$ cat src/rtl/i2c_reg_seq_config.sv
// Walks a register table held in an external registered ROM and issues one
// {SLAVE_ADDR, entry} transfer per entry, with delay entries, NACK retry and abort.
module i2c_reg_seq_config #(
  parameter int         CLK_FREQ   = 50000000,
  parameter int         I2C_FREQ   = 200000,
  parameter int         NUM_BYTE   = 3,
  parameter logic [7:0] SLAVE_ADDR = 8'h78,
  parameter int         TBL_SIZE   = 131,
  parameter int         ADDR_W     = 8,
  parameter int         MAX_RETRY  = 3,
  parameter int         AUTO_START = 1
) (
  input  logic                      iCLK,
  input  logic                      iRST,
  input  logic                      iSTART,
  output logic [ADDR_W-1:0]         oTBL_ADDR,
  input  logic [NUM_BYTE*8-1:0]     iTBL_DATA,
  output logic [(NUM_BYTE+1)*8-1:0] oXFER_DATA,
  output logic                      oXFER_GO,
  input  logic                      iXFER_END,
  input  logic                      iXFER_ACK,
  output logic                      oTICK,
  output logic                      oBUSY,
  output logic                      oREADY,
  output logic                      oERROR,
  output logic [ADDR_W-1:0]         oERR_INDEX
);

  localparam int DIV  = CLK_FREQ / (2 * I2C_FREQ);
  localparam int TW   = (DIV > 1) ? $clog2(DIV) : 1;
  localparam int UNIT = CLK_FREQ / 1000;
  localparam int DLW  = $clog2(255 * UNIT + 1);
  localparam int RW   = (MAX_RETRY > 0) ? $clog2(MAX_RETRY + 1) : 1;
  localparam logic [ADDR_W-1:0] LAST_IDX = ADDR_W'(TBL_SIZE - 1);

  typedef enum logic [3:0] {
    S_IDLE, S_FETCH, S_DECODE, S_SEND, S_WAIT_END,
    S_WAIT_REL, S_DELAY, S_NEXT, S_DONE, S_FAIL
  } state_t;

  state_t                  r_state;
  logic [ADDR_W-1:0]       r_index;
  logic [RW-1:0]           r_retry;
  logic [DLW-1:0]          r_dly;
  logic [NUM_BYTE*8-1:0]   r_entry;
  logic                    r_resend;
  logic                    r_auto_done;
  logic [TW-1:0]           r_tick_cnt;

  logic                    w_all_ones;
  logic                    w_upper_ones;
  logic [7:0]              w_last_byte;
  logic [DLW-1:0]          w_dly_load;
  logic                    w_start;

  assign oTBL_ADDR    = r_index;
  assign w_all_ones   = &iTBL_DATA;
  assign w_upper_ones = &iTBL_DATA[NUM_BYTE*8-1:8];
  assign w_last_byte  = iTBL_DATA[7:0];
  // The DELAY state lasts max(1, D*UNIT) cycles: it exits when the count reads zero.
  assign w_dly_load   = (w_last_byte == 8'h00) ? '0
                      : DLW'(w_last_byte) * DLW'(UNIT) - DLW'(1);
  assign w_start      = iSTART || ((AUTO_START != 0) && !r_auto_done);

  // NOTE: all state uses non-blocking assignments so every register samples
  // pre-edge values; the async reset branch lists every register it owns.
  always_ff @(posedge iCLK or posedge iRST) begin
    if (iRST) begin
      r_tick_cnt <= '0;
      oTICK      <= 1'b0;
    end else if (r_tick_cnt == TW'(DIV - 1)) begin
      r_tick_cnt <= '0;
      oTICK      <= 1'b1;
    end else begin
      r_tick_cnt <= r_tick_cnt + TW'(1);
      oTICK      <= 1'b0;
    end
  end

  always_ff @(posedge iCLK or posedge iRST) begin
    if (iRST) begin
      r_state     <= S_IDLE;
      r_index     <= '0;
      r_retry     <= '0;
      r_dly       <= '0;
      r_entry     <= '0;
      r_resend    <= 1'b0;
      r_auto_done <= 1'b0;
      oXFER_DATA  <= '0;
      oXFER_GO    <= 1'b0;
      oBUSY       <= 1'b0;
      oREADY      <= 1'b0;
      oERROR      <= 1'b0;
      oERR_INDEX  <= '0;
    end else begin
      r_auto_done <= 1'b1;
      case (r_state)
        S_IDLE, S_DONE, S_FAIL: begin
          if (w_start) begin
            r_index <= '0;
            r_retry <= '0;
            oREADY  <= 1'b0;
            oERROR  <= 1'b0;
            oBUSY   <= 1'b1;
            r_state <= S_FETCH;
          end
        end
        S_FETCH: r_state <= S_DECODE;
        S_DECODE: begin
          if (w_all_ones) begin
            oREADY  <= 1'b1;
            oBUSY   <= 1'b0;
            r_state <= S_DONE;
          end else if (w_upper_ones) begin
            r_dly   <= w_dly_load;
            r_state <= S_DELAY;
          end else begin
            r_entry <= iTBL_DATA;
            r_state <= S_SEND;
          end
        end
        S_SEND: begin
          oXFER_DATA <= {SLAVE_ADDR, r_entry};
          oXFER_GO   <= 1'b1;
          r_state    <= S_WAIT_END;
        end
        S_WAIT_END: begin
          if (iXFER_END) begin
            oXFER_GO <= 1'b0;
            if (!iXFER_ACK) begin
              r_resend <= 1'b0;
              r_state  <= S_WAIT_REL;
            end else if (r_retry < RW'(MAX_RETRY)) begin
              r_retry  <= r_retry + RW'(1);
              r_resend <= 1'b1;
              r_state  <= S_WAIT_REL;
            end else begin
              oERROR     <= 1'b1;
              oERR_INDEX <= r_index;
              oBUSY      <= 1'b0;
              r_state    <= S_FAIL;
            end
          end
        end
        // Hold off the next GO until the engine has released END.
        S_WAIT_REL: begin
          if (!iXFER_END) r_state <= r_resend ? S_SEND : S_NEXT;
        end
        S_DELAY: begin
          if (r_dly == '0) r_state <= S_NEXT;
          else             r_dly   <= r_dly - DLW'(1);
        end
        S_NEXT: begin
          r_retry <= '0;
          if (r_index == LAST_IDX) begin
            oREADY  <= 1'b1;
            oBUSY   <= 1'b0;
            r_state <= S_DONE;
          end else begin
            r_index <= r_index + ADDR_W'(1);
            r_state <= S_FETCH;
          end
        end
        default: r_state <= S_IDLE;
      endcase
    end
  end

endmodule

$ cat config.mk
export PLATFORM = sky130hd
export DESIGN_NAME = i2c_reg_seq_config
export DESIGN_NICKNAME = d
export VERILOG_FILES = /design/src/rtl/i2c_reg_seq_config.sv
export SDC_FILE = /design/constraint.sdc
export NUM_CORES = 1
export LEC_CHECK = 0
export ABC_CLOCK_PERIOD_IN_PS = 5150
export CORE_MARGIN = 2
export CORE_UTILIZATION = 46
export DETAILED_ROUTE_END_ITERATION = 8
export PLACE_DENSITY = 0.68
export SLEW_MARGIN = 20
export SYNTH_ARGS = -nofsm -noshare
export SYNTH_HDL_FRONTEND = slang
export SYNTH_SLANG_ARGS = --single-unit
export TNS_END_PERCENT = 10
$ cat constraint.sdc
create_clock -name iCLK -period 5.15 [get_ports iCLK]
set_input_delay 1.03 -clock iCLK [delete_from_list [all_inputs] [get_ports iCLK]]
set_output_delay 1.03 -clock iCLK [all_outputs]
set_load 0.005 [all_outputs]
* After elaboration in Yosys (flattened, before gate mapping)
Index checks and enable logic that the tools add are counted.
Operators by class: mux-type cells 45, equal/unequal tests 25, reductions and logical operators 26, $mul 1, $lt $le $gt $ge 1, bitwise operators 3, add/subtract/negate cells 5
Operators by type and width (number):
- $mux 24 | 4
- $pmux 24 s2 | 1
- $sub 24x1->24 const B | 2
- $mux 4 | 8
- $pmux 4 s8 | 1
- $ne 2x2->1 const B | 13
- $logic_not 24->1 | 1
- $reduce_and 24->1 | 1
- $mul 8x12->20 const B | 1
- $eq 4x3->1 const B | 4
- $mux 1 | 16
- $mux 8 | 2
- $pmux 8 s2 | 1
- $reduce_and 16->1 | 1
- $reduce_and 4->1 | 4
- $reduce_and 5->1 | 2
- $reduce_and 3->1 | 3
- $add 8x1->8 const B | 1
- $eq 4x2->1 const B | 2
- $eq 4x4->1 const B | 2
- $eq 8x8->1 const B | 1
- $logic_not 8->1 | 1
- $mux 2 | 4
- $reduce_bool 2->1 | 4
- 21 further kinds | 26
Word-level totals: output and inout port bits 53, register bits 109, bits of input ports 29, logic and storage cells 121

* Longest topological paths before layout
depth in word-level cells 6, gate-level depth with buffers 16, depth with buffers taken out 15

* Least setup slack after synthesis
Ideal clock, no wire load.
kind input -> register, start point in iTBL_DATA[2], end point reg r_dly[20], cell stages on the path 15, library setup time 0.090 ns, slack 0.067 ns, data required time 5.060 ns, arrival time 4.993 ns, buffers on the path 0, path through ha_1 -> ha_1 -> inv_1 -> fa_1 -> inv_1 -> fa_1 -> ha_1 -> a21o_1 -> a21oi_1 -> mux2_2 -> or3_1 -> a2111oi_2 -> nand4_1 -> xor2_1 -> o221ai_1
On the way: longest elaborated chain between the ends 6, elaborated cells between the ends (all ways) 10, classes of those cells add/sub: 1; mul: 1; eq/ne: 1; mux: 4; reduce/logical: 3
Ends and longest elaborated chain:
- start: declaration | RTL line 17 | input logic [NUM_BYTE*8-1:0] iTBL_DATA,
- $mul 8x12->20 | RTL line 62 | : DLW'(w_last_byte) * DLW'(UNIT) - DLW'(1);
- $sub 24x1->24 | RTL line 62
- $mux 24 | RTL line 61 | assign w_dly_load = (w_last_byte == 8'h00) ? '0
- $mux 24 | RTL line 114 | end else if (w_upper_ones) begin
- $mux 24 | RTL line 110 | if (w_all_ones) begin
- $pmux 24 s2 | RTL line 97 | case (r_state)
- end signal: assignment | RTL line 115 | r_dly <= w_dly_load;
- end signal: assignment | RTL line 151 | else r_dly <= r_dly - DLW'(1);
- end: declaration | RTL line 44 | logic [DLW-1:0] r_dly;
Several ways; a longest one is shown, not always the timed one. The select of a mux whose other input is x is not followed. A chain may end at the register's enable or synchronous reset.

* Final worst setup path
start point in iTBL_DATA[2], end point reg r_dly[23]
The elaborated chain is that of the path after synthesis.

==> results.json <==
{
  "outcome": "finished, final reports clean",
  "fin_worst_skew_ns": 0.00623,
  "post-route-period-util_pct": 98.4,
  "r2r_slack_ns": 1.77,
  "coreArea_mm2": 0.0151,
  "grt_antenna_before_repair": 0,
  "end_kind": "flop",
  "crit_fanout": 3,
  "hold_depth": 2,
  "avgSynthCellArea_um2": 9.98,
  "final_common_cell": "dfrtp_1",
  "reg2reg_depth": 8,
  "die_area_mm2": 0.0163,
  "synth_seq_area_share_pct": 38.7,
  "slew_headroom_pct": 27.6,
  "fmax_ghz": 0.197,
  "drc": 0,
  "clkTransAtPathRegs_ns": 0.08,
  "worst_pin_slew_ns": 1.08,
  "drv_slew": 0,
  "initial_core_util_pct": 46.7,
  "synth_seq_cells": 109,
  "dp.cells": 1025,
  "drt_iter0_markers": 272,
  "r2r-start": "r_dly[4]",
  "firstDrtPassIters": 4,
  "fin_nets": 962,
  "synth.distinct_cells": 67,
  "cp-endpoint": "r_dly[23]",
  "p_leak_uw": 0.00405,
  "cp.arrival_ns": 5.32,
  "num_vias": 5943,
  "die_w_um": 128,
  "vias_per_cell": 5.66,
  "rsz0062_at_grt": "yes",
  "gp_congestion": 0.922,
  "overflow": 0,
  "synth-edff-count": 0,
  "cp.required_ns": 5.40,
  "layout_common_cells": "dfrtp_1 (109), buf_4 (92), clkdlybuf4s50_1 (71)",
  "ys_warn_count": 0,
  "cts_buffer_depth": 2,
  "grt_max_degree": 80,
  "setup_tns_ns": 0,
  "cts_buffers": 9,
  "clkLatencyLatePin_ns": 0.35,
  "rows": 45,
  "ant_nets": 0,
  "antennaDiodeCount": 0,
  "hold_class": "flop to flop",
  "wl_um": 16800,
  "root_buffer": "clkbuf_16",
  "hold_slack_ns": 0.489,
  "finalSetupViolations": 0,
  "h-tree-depth": 3,
  "synth-main-ff-cell": "dfrtp_1",
  "n_fill_cell": 1229,
  "drive_gt1_share_pct": 24.1,
  "grt_pass1_wl_um": 27700,
  "final_cells": 1050,
  "p_per_area_mw_per_mm2": 482,
  "crit_path_start": "iTBL_DATA[2]",
  "syn_to_final_growth_pct": 30.5,
  "dp_hpwl_um": 12700,
  "async_reset_ff_share_pct": 100,
  "cts_sinks": 109,
  "io_pins": 82,
  "syn_inst": 706,
  "worst-setup-path-type": "primary input to flop",
  "grt_pass1_vias": 5859,
  "period_needed_ns": 5.07,
  "cts_tree": "yes",
  "hold_buffers": 0,
  "critPathLaunchType": "primary input",
  "irDropWorstVdd_mv": 0.249,
  "die_y_um": 128,
  "grt.total_usage_pct": 20.7,
  "synth_area_mm2": 0.00704,
  "drt-wirelength-per-cell_um": 16.0,
  "hold_viol": 0,
  "port_buffers": 77,
  "r2r_end": "r_dly[3]",
  "drv_cap": 0
}
-- critical path, cell delays in order --
cell           delay (ns)
dlygate4sd2_1        0.25
ha_1                 0.33
ha_1                 0.29
inv_1                0.05
fa_1                 0.50
inv_1                0.05
fa_1                 0.47
ha_4                 0.31
o21ai_2              0.08
o21bai_4             0.17
a2111oi_4            0.10
or4_4                0.50
and2_4               0.16
or4_4                0.53
o31a_1               0.30
o31ai_2              0.20
-- worst min-delay path by stage --
stage,start,end,slack (ns)
2_1_floorplan,r_tick_cnt[6],r_tick_cnt[6],0.45
6_report,oERR_INDEX[0],oERR_INDEX[0],0.49
3_5_place_dp,oERR_INDEX[0],oERR_INDEX[0],0.48
5_1_grt,r_entry[9],r_entry[9],0.52
4_1_cts,r_entry[9],r_entry[9],0.50
3_3_place_gp,r_retry[1],r_retry[1],0.47
-- synthesized netlist by cell type (all sizes together), types with 18 or more instances --
cell,count,area [µm²]
nand3,19,95.1
a21oi,36,180
dfrtp,109,2730
nor3,24,125
mux2,56,631
clkbuf,23,86.3
nor2,48,180
xnor2,19,166
ha,64,801
nand2,48,180
inv,33,124
o21ai,54,270
xor2,18,158
-- repair_timing --
action	CTS	global route
buffers inserted	6	3
pin swaps	18	15
endpoints found under the setup margin	7	6
resized for setup	20	19
-- flip-flops by register name (all words and copies together), names as in the netlist --
register / flops
r_retry: 2
oXFER_DATA: 25
oXFER_GO: 1
r_auto_done: 1
r_dly: 24
oERR_INDEX: 8
oERROR: 1
r_entry: 24
r_tick_cnt: 7
oTICK: 1
oTBL_ADDR: 8
oBUSY: 1
r_state: 4
r_resend: 1
oREADY: 1
-- through the flow --
step / total power, µW / utilization (%) / area (µm²) / setup WS [ns]
6_report: 4430 / 60.9 / 9190 / 0.0812
5_1_grt: 4730 / 60.9 / 9190 / -0.0184
4_1_cts: 4350 / 59.9 / 9040 / 0.0201
3_5_place_dp: 3510 / 56.7 / 8550 / -0.647
3_3_place_gp: 3440 / 56.7 / 8550 / -0.521
2_1_floorplan: 2640 / - / 7060 / 0.0669
-- cells by family after synthesis --
group	synth area share, %
and+or+nand+nor	14.4
buffers and inverters	3.94
adders and majority gates	14.8
xor gates and xnor gates	4.60
DFF	38.7
muxes	9.24
AOI/OAI and AO/OA	14.3
other	0.107
-- routing by layer --
layer  vias to the layer above  GRT usage [%]  share of wire [%]
met4                         0           5.88                1.4
met1                      2912           26.4                 43
met3                        14           2.96                4.0
met2                       156           36.6                 51
met5                         -              0                  0
li1                       2861              -                  -
-- report_power, final --
part	switching [µW]	total, µW	internal, µW	leakage (µW)
clock network	351	702	351	0.000151
registers	229	1390	1160	0.00134
logic	1070	2340	1270	0.00256
total	1650	4430	2780	0.00405
-- area by class of cell --
class                      count  area, µm²  area share, %
clock inverter                 7       86.3          0.939
timing repair buffer         170       1480           16.1
multi-input combinational    534       4310           46.9
clock buffer                   9        225           2.45
inverter                      33        126           1.37
sequential                   109       2730           29.7
tap                          188        235           2.56
No activity file was read; power rests on OpenSTA's default activity.
